[src/rtl/head_east_driver.sv]
// Streams queued 32-bit words onto the IMPACT head East bus with a programmable hold time and idle gap.
// Optional feature macro: EAST_PARITY_EN adds the registered odd-parity output east_par.
module head_east_driver #(
   parameter int          DEPTH     = 8,
   parameter logic [31:0] IDLE_WORD = 32'h0000_0000,
   parameter int          CNT_W     = 16
) (
   input  logic                     wb_clk_i,
   input  logic                     wb_rst_i,
   input  logic                     enable,
   input  logic                     flush,
   input  logic [7:0]               hold_cycles,
   input  logic [7:0]               gap_cycles,
   input  logic                     wr_valid,
   input  logic [31:0]              wr_data,
   output logic                     wr_ready,
   output logic [31:0]              east_o,
   output logic                     east_strobe,
   output logic                     busy,
   output logic [$clog2(DEPTH):0]   fifo_level,
   output logic [CNT_W-1:0]         words_sent
`ifdef EAST_PARITY_EN
   ,
   output logic                     east_par
`endif
);

   localparam int AW = $clog2(DEPTH);
   localparam int LW = AW + 1;

   typedef enum logic [1:0] {IDLE, HOLD, GAP} state_t;

   state_t        state, state_n;
   logic [31:0]   mem [DEPTH];
   logic [AW-1:0] wr_ptr, rd_ptr;
   logic [LW-1:0] count;
   logic [7:0]    hold_cnt, hold_cnt_n;
   logic [7:0]    gap_lat, gap_lat_n;
   logic [7:0]    gap_cnt, gap_cnt_n;
   logic [31:0]   east_n;
   logic          full, empty, push, pop, launch_ok, try_launch;

   assign full       = (count == LW'(DEPTH));
   assign empty      = (count == '0);
   assign wr_ready   = !full && !flush;
   assign push       = wr_valid && wr_ready;
   assign launch_ok  = enable && !empty && !flush;
   assign fifo_level = count;

   always_ff @(posedge wb_clk_i) begin
      if (push) mem[wr_ptr] <= wr_data;
   end

   // Flush clears the queue but leaves the word already on the bus alone.
   always_ff @(posedge wb_clk_i or posedge wb_rst_i) begin
      if (wb_rst_i) begin
         wr_ptr <= '0;
         rd_ptr <= '0;
         count  <= '0;
      end else if (flush) begin
         wr_ptr <= '0;
         rd_ptr <= '0;
         count  <= '0;
      end else begin
         if (push) wr_ptr <= wr_ptr + AW'(1);
         if (pop)  rd_ptr <= rd_ptr + AW'(1);
         count <= count + LW'(push) - LW'(pop);
      end
   end

   always_comb begin
      state_n    = state;
      hold_cnt_n = hold_cnt;
      gap_lat_n  = gap_lat;
      gap_cnt_n  = gap_cnt;
      east_n     = east_o;
      pop        = 1'b0;
      try_launch = 1'b0;
      case (state)
         IDLE: try_launch = 1'b1;
         HOLD: begin
            if (hold_cnt != 8'd0) begin
               hold_cnt_n = hold_cnt - 8'd1;
            end else if (gap_lat != 8'd0) begin
               state_n   = GAP;
               gap_cnt_n = gap_lat;
               east_n    = IDLE_WORD;
            end else begin
               try_launch = 1'b1;
            end
         end
         GAP: begin
            if (gap_cnt > 8'd1) gap_cnt_n = gap_cnt - 8'd1;
            else                try_launch = 1'b1;
         end
         default: try_launch = 1'b1;
      endcase
      // Every end-of-word/gap path funnels through the same launch check, so back-to-back words share one code path.
      if (try_launch) begin
         state_n = IDLE;
         east_n  = IDLE_WORD;
         if (launch_ok) begin
            pop        = 1'b1;
            state_n    = HOLD;
            east_n     = mem[rd_ptr];
            hold_cnt_n = hold_cycles;
            gap_lat_n  = gap_cycles;
         end
      end
   end

   always_ff @(posedge wb_clk_i or posedge wb_rst_i) begin
      if (wb_rst_i) begin
         state       <= IDLE;
         hold_cnt    <= '0;
         gap_lat     <= '0;
         gap_cnt     <= '0;
         east_o      <= IDLE_WORD;
         east_strobe <= 1'b0;
         busy        <= 1'b0;
         words_sent  <= '0;
`ifdef EAST_PARITY_EN
         east_par    <= ~^IDLE_WORD;
`endif
      end else begin
         state       <= state_n;
         hold_cnt    <= hold_cnt_n;
         gap_lat     <= gap_lat_n;
         gap_cnt     <= gap_cnt_n;
         east_o      <= east_n;
         east_strobe <= pop;
         busy        <= (state_n != IDLE);
         words_sent  <= words_sent + CNT_W'(pop);
`ifdef EAST_PARITY_EN
         east_par    <= ~^east_n;
`endif
      end
   end

endmodule

[config.mk]
export PLATFORM = sky130hd
export DESIGN_NAME = head_east_driver
export DESIGN_NICKNAME = d
export VERILOG_FILES = /design/src/rtl/head_east_driver.sv
export SDC_FILE = /design/constraint.sdc
export NUM_CORES = 1
export LEC_CHECK = 0
export ABC_AREA = 1
export CAP_MARGIN = 20
export CORE_UTILIZATION = 34
export DETAILED_ROUTE_END_ITERATION = 6
export PLACE_DENSITY_LB_ADDON = 0.12
export SYNTH_ARGS = -nofsm -noshare
export SYNTH_HDL_FRONTEND = slang
export SYNTH_SLANG_ARGS = --single-unit
[constraint.sdc]
create_clock -name wb_clk_i -period 7.9 [get_ports wb_clk_i]
set_input_delay 1.58 -clock wb_clk_i [delete_from_list [all_inputs] [get_ports wb_clk_i]]
set_output_delay 1.58 -clock wb_clk_i [all_outputs]
set_load 0.01 [all_outputs]
==> flow_summary.yaml, run 1 <==
global_route:
  grt_max_degree: 97
  gr-usage-all-layers_pct: 16.7
  grt-ovfl-total: 0
  antenna_found_initial: 1
  grt_pass1_vias: 9467
  grt_pass1_wl_um: 53900
timing:
  fmax_mhz: 207
  rsz0062_at_grt: "no"
  relSlewSlack_pct: 22.5
  period_share_pct: 61.1
  drv_slew: 0
  setup_viol: 0
  tns_ns: 0
  hold_viol: 0
  fin_crit_ns: 4.83
  fin_skew_ns: 0.0186
  tightestPinTransition_ns: 1.16
cts:
  cts_buffers: 39
  path_clk_slew_ns: 0.05
  cts_tree: "built"
  cts-resized-gates: 0
  cts.sinks: 342
  holdBufCountCts: 0
  cts-root-buf: "clkbuf_16"
  clock_latency_ns: 0.56
  clockBufferDepth: 3
  cts.htree.levels: 2
  postCtsSetupBuffers: 0
floorplan:
  die-area_um2: 42700
  core_um2: 41100
  chipHeight_um: 207
  io_pins: 108
  core.rowCount: 74
  die_w_um: 207
  initial_core_util_pct: 34.6
detailed_routing:
  vias: 9420
  routed_wl_um: 34500
  drt_iter0_markers: 540
  ant_nets: 0
  viasPerCell: 4.70
  wl_per_cell_um: 17.2
  dr.pass1.iters: 7
  drc: 7
synthesis:
  syn_inst: 1339
  synth_fp_nets: 1408
  yosysWarnings: 0
  yosys-top-cells-area: "edfxtp_1 (54%), dfrtp_1 (15%), nand2_1 (15%), nand3_1 (6.4%), ha_1 (1.3%)"
  synth_cell_types: 32
  yosysTopAreaCell: "edfxtp_1"
  avgSynthCellArea_um2: 10.6
  post-synth-top-area-fraction_pct: 54.0
  synth_seq_area_share_pct: 69.1
  syn_area_um2: 14200
  ys_seq_elements: 342
worst_setup_path:
  critPathKind: "input port to flop"
  crit_top_cell: "nand2_1"
  ff2ff_path_depth: 16
  timing.rr.end: "words_sent[10]$_DFF_PP0_"
  crit_path_start_kind: "input port"
  cp-end-kind: "flop"
  worstPathMaxFanout: 44
  crit_chain: "clkdlybuf4s50_1, inv_1, nand2_1, nor2_2, nand2_4, inv_2, ha_1, ha_1, nand2_1, nor3b_1, nand2_1, nor2_1, nand2_1, xor2_1"
  timing.rr.start: "state[0]$_DFF_PP0_"
  required_ns: 8.33
  critPathSlowestCell: "clkdlybuf4s50_1"
  cpPeakStageDelay_ns: 0.53
  r2r_setup_slack_ns: 3.91
  worstPathArrival_ns: 5.26
place:
  io_buffer_count: 107
  placed_cell_area_um2: 15900
  dp_hpwl_um: 18900
  gp_congestion: 0.831
pwr:
  ir_worst_vdd_v: 0.000134
  p_leak_nw: 7.00
  powerDensity_nw_per_um2: 231
  p_total_mw: 3.98
final_layout:
  final_layout_size_suffix_gt1_share_pct: 6.45
  finalInstanceArea_um2: 17200
  finish.utilization_pct: 41.8
  area_delta_synth_final_pct: 20.7
  n_antenna_cell: 0
  nNetsFinal: 1513
job:
  drv_cap: 0
worst_hold_path:
  hold_end: "words_sent[15]$_DFF_PP0_"
  hold_depth: 1
  hp-start: "words_sent[15]$_DFF_PP0_"
  hp-class: "flop to flop"
outcome:
  outcome: "finished with violations"
  violations: "design-rule violations"
[final cells by class]
type                    count  area [um^2]
repair buffers            122         1180
flip-flops and latches    342         9840
inverters                  54          206
well taps                 532          666
fillers                  3981        23900
clock buffers              52         1060
multi-input cells         885         4020
clock inverters            19          228
[sequential cells by signal, indices dropped and copies added, names as in the netlist]
register	cells
busy	1
east_o	32
east_strobe	1
fifo_level	4
gap_cnt	8
gap_lat	8
hold_cnt	8
mem	256
rd_ptr	3
state	2
words_sent	16
wr_ptr	3
[per-layer routing]
| layer | share of wire (%) | up-vias | GRT usage (%) |
|---|---|---|---|
| met3 | 3.6 | 49 | 2.64 |
| met1 | 45 | 4524 | 21.5 |
| met2 | 49 | 147 | 28.7 |
| li1 | - | 4698 | - |
| met5 | 0.032 | - | 0 |
| met4 | 2.0 | 2 | 5.36 |
[power by group]
| group | switching [mW] | total (mW) | internal, mW |
|---|---|---|---|
| logic | 0.110 | 0.172 | 0.0619 |
| clock network | 0.711 | 1.82 | 1.10 |
| registers | 0.0119 | 1.99 | 1.98 |
| total | 0.833 | 3.98 | 3.15 |
[synthesized netlist by cell type (all sizes together)]
| cell type | count |
|---|---|
| inv | 53 |
| clkinv | 1 |
| a31oi | 1 |
| edfxtp | 256 |
| xnor2 | 3 |
| o21ai | 33 |
| nand2 | 575 |
| ha | 15 |
| nor3 | 4 |
| nor3b | 3 |
| a21oi | 5 |
| fa | 1 |
| o211ai | 1 |
| nor2 | 41 |
| dfrtp | 86 |
| nand4 | 4 |
| and3 | 1 |
| o21bai | 1 |
| clkbuf | 27 |
| xor2 | 15 |
| buf | 31 |
| nand3 | 182 |
[worst max path at each step]
stage	from	end	slack (ns)	cells after the start
global route	flush	words_sent[10]$_DFF_PP0_	2.59	14
finish	flush	words_sent[10]$_DFF_PP0_	3.07	14
global placement	flush	words_sent[10]$_DFF_PP0_	2.59	14
floorplan	flush	mem[0][0]$_DFFE_PP_	3.90	5
detailed placement	flush	words_sent[10]$_DFF_PP0_	2.49	14
CTS	flush	words_sent[10]$_DFF_PP0_	3.06	14
[kinds of logic (layout without fill, tap and decap cells)]
family                     after synthesis  in the layout  share of synthesized area, %
DFF                                    342            342                          69.1
buffers and inverters                  112            247                          3.20
xor gates and xnor gates                18             18                          1.11
and+or+nand+nor                        810            810                          23.6
adders and majority gates               16             16                          1.46
AOI/OAI and AO/OA                       41             41                          1.51
[worst max-delay path, delay by kind of cell]
| family | cells | cell delay, ns |
|---|---|---|
| AND/OR/NAND/NOR | 8 | 1.85 |
| buffers and inverters | 3 | 1.21 |
| adder cells (fa/ha/maj) | 2 | 0.43 |
| XOR/XNOR | 1 | 0.15 |
[placed cells by master (no fill, tap or decap), drive strengths merged]
cell / synthesis / final
a31oi: 1 / 1
bufinv: 0 / 5
buf: 31 / 15
nand2: 575 / 575
nor3b: 3 / 3
fa: 1 / 1
clkbuf: 27 / 52
edfxtp: 256 / 256
o21ai: 33 / 33
clkinv: 1 / 15
inv: 53 / 53
o21bai: 1 / 1
nand4: 4 / 4
and3: 1 / 1
nor2: 41 / 41
xor2: 15 / 15
ha: 15 / 15
clkdlybuf4s50: 0 / 107
nand3: 182 / 182
xnor2: 3 / 3
o211ai: 1 / 1
dfrtp: 86 / 86
a21oi: 5 / 5
nor3: 4 / 4
[stage by stage]
stage,setup WS (ns),instances,hold slack [ns]
floorplan,3.90,1339,0.442
global placement,2.59,1935,0.457
detailed placement,2.49,1935,0.466
CTS,3.06,2006,0.471
global route,2.59,2006,0.480
finish,3.07,2006,0.465
No activity file was read; power rests on OpenSTA's default activity.
==> inputs of run 2 (changes only) <==
- clock period: 7.9 -> 4.8 ns (I/O delays scaled with it)
==> flow_summary.yaml, run 2 (same netlist as run 1, synthesis figures left out) <==
floorplan:
  initial_core_util_pct: 34.6
  core_um2: 41100
  core.rowCount: 74
  io_pins: 108
  chipHeight_um: 207
  die-area_um2: 42700
  die_w_um: 207
place:
  io_buffer_count: 107
  placed_cell_area_um2: 16000
  gp_congestion: 0.771
  dp_hpwl_um: 20300
timing:
  setup_viol: 0
  tightestPinTransition_ns: 0.981
  drv_slew: 0
  period_share_pct: 69.0
  hold_ws_ns: 0.465
  relSlewSlack_pct: 34.6
  rsz0062_at_grt: "no"
  fin_crit_ns: 3.31
  fin_skew_ns: 0.0102
  fmax_mhz: 302
  hold_viol: 0
  tns_ns: 0
job:
  drv_cap: 0
final_layout:
  final_cell_mix: "nand2_1 (572), edfxtp_1 (256), nand3_1 (181), clkdlybuf4s50_1 (107), dfrtp_1 (84)"
  largest_register_ffs: 256
  n_antenna_cell: 0
  nNetsFinal: 1521
  finalInstanceArea_um2: 17300
  largest_register: "mem"
  final_layout_size_suffix_gt1_share_pct: 7.15
  final_common_cell: "nand2_1"
  area_delta_synth_final_pct: 21.3
  largestRegisters: "mem: 256 flops, east_o: 32 flops, words_sent: 16 flops"
cts:
  cts.htree.levels: 2
  holdBufCountCts: 0
  path_clk_slew_ns: 0.05
  cts-root-buf: "clkbuf_16"
  postCtsSetupBuffers: 0
  cts.sinks: 342
  clockBufferDepth: 3
  cts_buffers: 40
  cts-resized-gates: 0
  clock_latency_ns: 0.54
  cts_tree: "built"
pwr:
  powerDensity_nw_per_um2: 379
  switchingPower_mw: 1.38
  swShare_pct: 21.1
  p_int_mw: 5.18
  p_seq_share_pct: 50.1
  ir_worst_vdd_v: 0.000200
  p_leak_nw: 7.06
  p_comb_share_pct: 4.5
  power_frac_clock_pct: 45.5
worst_setup_path:
  worstPathArrival_ns: 3.74
  worstPathMaxFanout: 9
  critPathKind: "input port to flop"
  crit_path_start_kind: "input port"
  required_ns: 5.23
  cp-end-kind: "flop"
outcome:
  violations: "design-rule violations"
  outcome: "finished with violations"
global_route:
  grt_pass1_wl_um: 54100
  grt_pass1_vias: 9325
  grt-ovfl-total: 0
  gr-usage-all-layers_pct: 16.7
  antenna_found_initial: 0
  grt_max_degree: 78
detailed_routing:
  vias: 9465
  dr.pass1.iters: 7
  wl_per_cell_um: 17.1
  drc: 6
  routed_wl_um: 34500
  ant_nets: 0
  drt_iter0_markers: 579
  viasPerCell: 4.70
worst_hold_path:
  hp-class: "flop to flop"
## run 2: area by class of cell
class,count,area [um^2]
Fill cell,4004,23800
Clock inverter,13,140
Inverter,54,206
Multi-Input combinational cell,885,4020
Timing Repair Buffer,129,1270
Tap cell,532,666
Sequential cell,342,9840
Clock buffer,59,1140
## run 2: worst paths after layout
path                                     startpoint                       end  slack (ns)  depth (start not counted)
setup reg to reg              rd_ptr[0]$_DFFE_PP0P_    east_o[13]$_DFFE_PP0P_        1.61                          8
min in group asynchronous                  wb_rst_i   fifo_level[2]$_DFF_PP0_        0.67                          2
hold / removal             words_sent[15]$_DFF_PP0_  words_sent[15]$_DFF_PP0_        0.46                          1
hold reg to reg            words_sent[15]$_DFF_PP0_  words_sent[15]$_DFF_PP0_        0.46                          1
setup / recovery                              flush  words_sent[10]$_DFF_PP0_        1.49                         14
max in group asynchronous                  wb_rst_i    east_o[14]$_DFFE_PP0P_        3.53                          3
## run 2: metrics by stage
stage	setup WS (ns)	power (mW)	std cells	utilization, %
finish	1.49	6.56	2014	42.0
global route	1.14	6.80	2014	42.0
global placement	1.01	3.64	1941	38.9
CTS	1.50	6.66	2013	42.0
detailed placement	0.922	3.64	1941	38.9
floorplan	1.42	3.47	1339	-
## run 2: layer usage
metal / up-vias / global-route usage (%) / part of all wire (%)
met1: 4553 / 23.3 / 47
met3: 55 / 2.61 / 3.9
met4: 0 / 5.72 / 2.4
li1: 4709 / - / -
met2: 148 / 26.4 / 46
met5: - / 0 / 0
## run 2: worst max-delay path: stages
cell and delay, ns:
clkdlybuf4s50_1 0.52, inv_1 0.21, nand2_1 0.11, nor2_2 0.37
nand2_4 0.08, inv_2 0.06, ha_1 0.16, ha_1 0.19
nand2_1 0.07, nor3b_1 0.45, nand2_1 0.09, nor2_1 0.23
nand2_1 0.10, xor2_1 0.15
## run 2: power groups by stage
stage | Sequential, mW | Clock (mW) | Combinational (mW)
floorplan | 3.34 | 0 | 0.129
global placement | 3.34 | 0 | 0.296
detailed placement | 3.34 | 0 | 0.299
CTS | 3.28 | 3.08 | 0.299
global route | 3.29 | 3.18 | 0.329
finish | 3.28 | 2.98 | 0.292
==> inputs of run 3 (changes only) <==
- clock period: 4.8 -> 3 ns (I/O delays scaled with it)
==> flow_summary.yaml, run 3 (same netlist as run 1, synthesis figures left out) <==
outcome:
  outcome: "finished with violations"
  violations: "design-rule violations"
cts:
  postCtsSetupBuffers: 0
  cts.sinks: 342
  cts-root-buf: "clkbuf_16"
  clockBufferDepth: 3
  cts_tree: "built"
  cts_buffers: 39
  clock_latency_ns: 0.54
  cts-resized-gates: 0
  cts.htree.levels: 2
  holdBufCountCts: 0
  path_clk_slew_ns: 0.06
timing:
  hold_viol: 0
  fin_crit_ns: 2.69
  tightestPinTransition_ns: 0.897
  tns_ns: 0
  drv_slew: 0
  fin_ws_ns: 0.312
  fin_skew_ns: 0.0217
  fmax_mhz: 372
  relSlewSlack_pct: 40.2
  period_share_pct: 89.6
  setup_viol: 0
worst_setup_path:
  critPathSlowestCell: "fa_1"
  startpoint: "gap_cnt[0]$_DFFE_PP0P_"
  worstPathArrival_ns: 3.11
  timing.rr.end: "fifo_level[2]$_DFF_PP0_"
  r2r_setup_slack_ns: 0.31
  timing.rr.start: "gap_cnt[0]$_DFFE_PP0P_"
  critPathKind: "flop to flop"
  cpPeakStageDelay_ns: 0.41
  worstPathMaxFanout: 4
  required_ns: 3.42
  crit_chain: "inv_1, ha_1, inv_1, nand2_1, nand3_1, nor2_4, nor2_2, nand2_4, nand2_4, inv_2, ha_1, inv_1, ha_1, fa_1, xnor2_1, nor2_1"
  crit_path_start_kind: "flop"
  ff2ff_path_depth: 16
  crit_end: "fifo_level[2]$_DFF_PP0_"
  cp-end-kind: "flop"
pwr:
  ir_worst_vdd_v: 0.000371
  p_leak_nw: 7.14
  powerDensity_nw_per_um2: 595
global_route:
  grt_pass1_vias: 9240
  grt_max_degree: 131
  gr-usage-all-layers_pct: 16.5
  antenna_found_initial: 0
  grt_pass1_wl_um: 53500
  grt-ovfl-total: 0
detailed_routing:
  drt_iter0_markers: 558
  drc: 6
  dr.pass1.iters: 6
  wl_per_cell_um: 16.9
  viasPerCell: 4.65
  vias: 9429
  ant_nets: 0
  routed_wl_um: 34200
final_layout:
  nNetsFinal: 1535
  stdcell_count: 2026
  largestRegisters: "mem: 256 flops, east_o: 32 flops, words_sent: 16 flops"
  largest_register_ffs: 256
  final_common_cell: "nand2_1"
  largest_register: "mem"
  finish.utilization_pct: 42.6
  finalInstanceArea_um2: 17500
  n_antenna_cell: 0
  final_cell_mix: "nand2_1 (572), edfxtp_1 (256), nand3_1 (181), clkdlybuf4s50_1 (107), dfrtp_1 (84)"
  area_delta_synth_final_pct: 23.0
  final_layout_size_suffix_gt1_share_pct: 7.83
floorplan:
  die-area_um2: 42700
  core_um2: 41100
  initial_core_util_pct: 34.6
  die_w_um: 207
  chipHeight_um: 207
  io_pins: 108
  core.rowCount: 74
place:
  dp_hpwl_um: 20300
  dp_slack_ns: 0.113
  gp_congestion: 0.849
  io_buffer_count: 107
  placed_cell_area_um2: 16300
  dp.cells: 1957
job:
  drv_cap: 0
worst_hold_path:
  hp-class: "input port to async pin"
-- run 3: metrics by stage --
step / hold slack, ns / total power [mW]
2_1_floorplan: 0.442 / 5.56
3_3_place_gp: 0.459 / 5.85
4_1_cts: 0.409 / 10.6
5_1_grt: 0.451 / 10.8
6_report: 0.422 / 10.4
3_5_place_dp: 0.462 / 5.85
-- run 3: area by class of cell --
cell class	instances	area (um^2)
repair buffers	144	1540
fillers	3929	23600
clock inverters	12	158
flip-flops and latches	342	9840
well taps	532	666
inverters	54	206
clock buffers	57	1080
multi-input cells	885	4030
-- run 3: how the worst min path moves through the flow --
| stage | start | slack, ns | depth (start not counted) | to |
|---|---|---|---|---|
| 3_5_place_dp | gap_cnt[1]$_DFFE_PP0P_ | 0.46 | 2 | gap_cnt[1]$_DFFE_PP0P_ |
| 6_report | wb_rst_i | 0.42 | 2 | east_o[22]$_DFFE_PP0P_ |
| 5_1_grt | wb_rst_i | 0.45 | 2 | east_o[22]$_DFFE_PP0P_ |
| 4_1_cts | wb_rst_i | 0.41 | 2 | east_o[22]$_DFFE_PP0P_ |
| 3_3_place_gp | gap_cnt[1]$_DFFE_PP0P_ | 0.46 | 2 | gap_cnt[1]$_DFFE_PP0P_ |
| 2_1_floorplan | gap_cnt[1]$_DFFE_PP0P_ | 0.44 | 2 | gap_cnt[1]$_DFFE_PP0P_ |
-- run 3: layer usage --
metal	vias up	share of wire [%]	global-route usage (%)
met3	47	4.4	2.56
met2	153	46	26.2
met1	4499	48	23.0
met5	-	0	0
met4	0	2.0	5.25
li1	4730	-	-
-- run 3: power by group --
part	leakage, nW	switching, mW	internal (mW)
clock	0.603	1.84	2.84
sequential	3.29	0.0322	5.22
combinational	3.25	0.301	0.192
-- run 3: worst max-delay path, delay by kind of cell (launching register included) --
family,cells,cell delay [ns]
buffers and inverters,4,0.24
adders and majority gates,4,1.11
DFF,1,0.39
xor gates and xnor gates,1,0.17
and+or+nand+nor,7,0.66
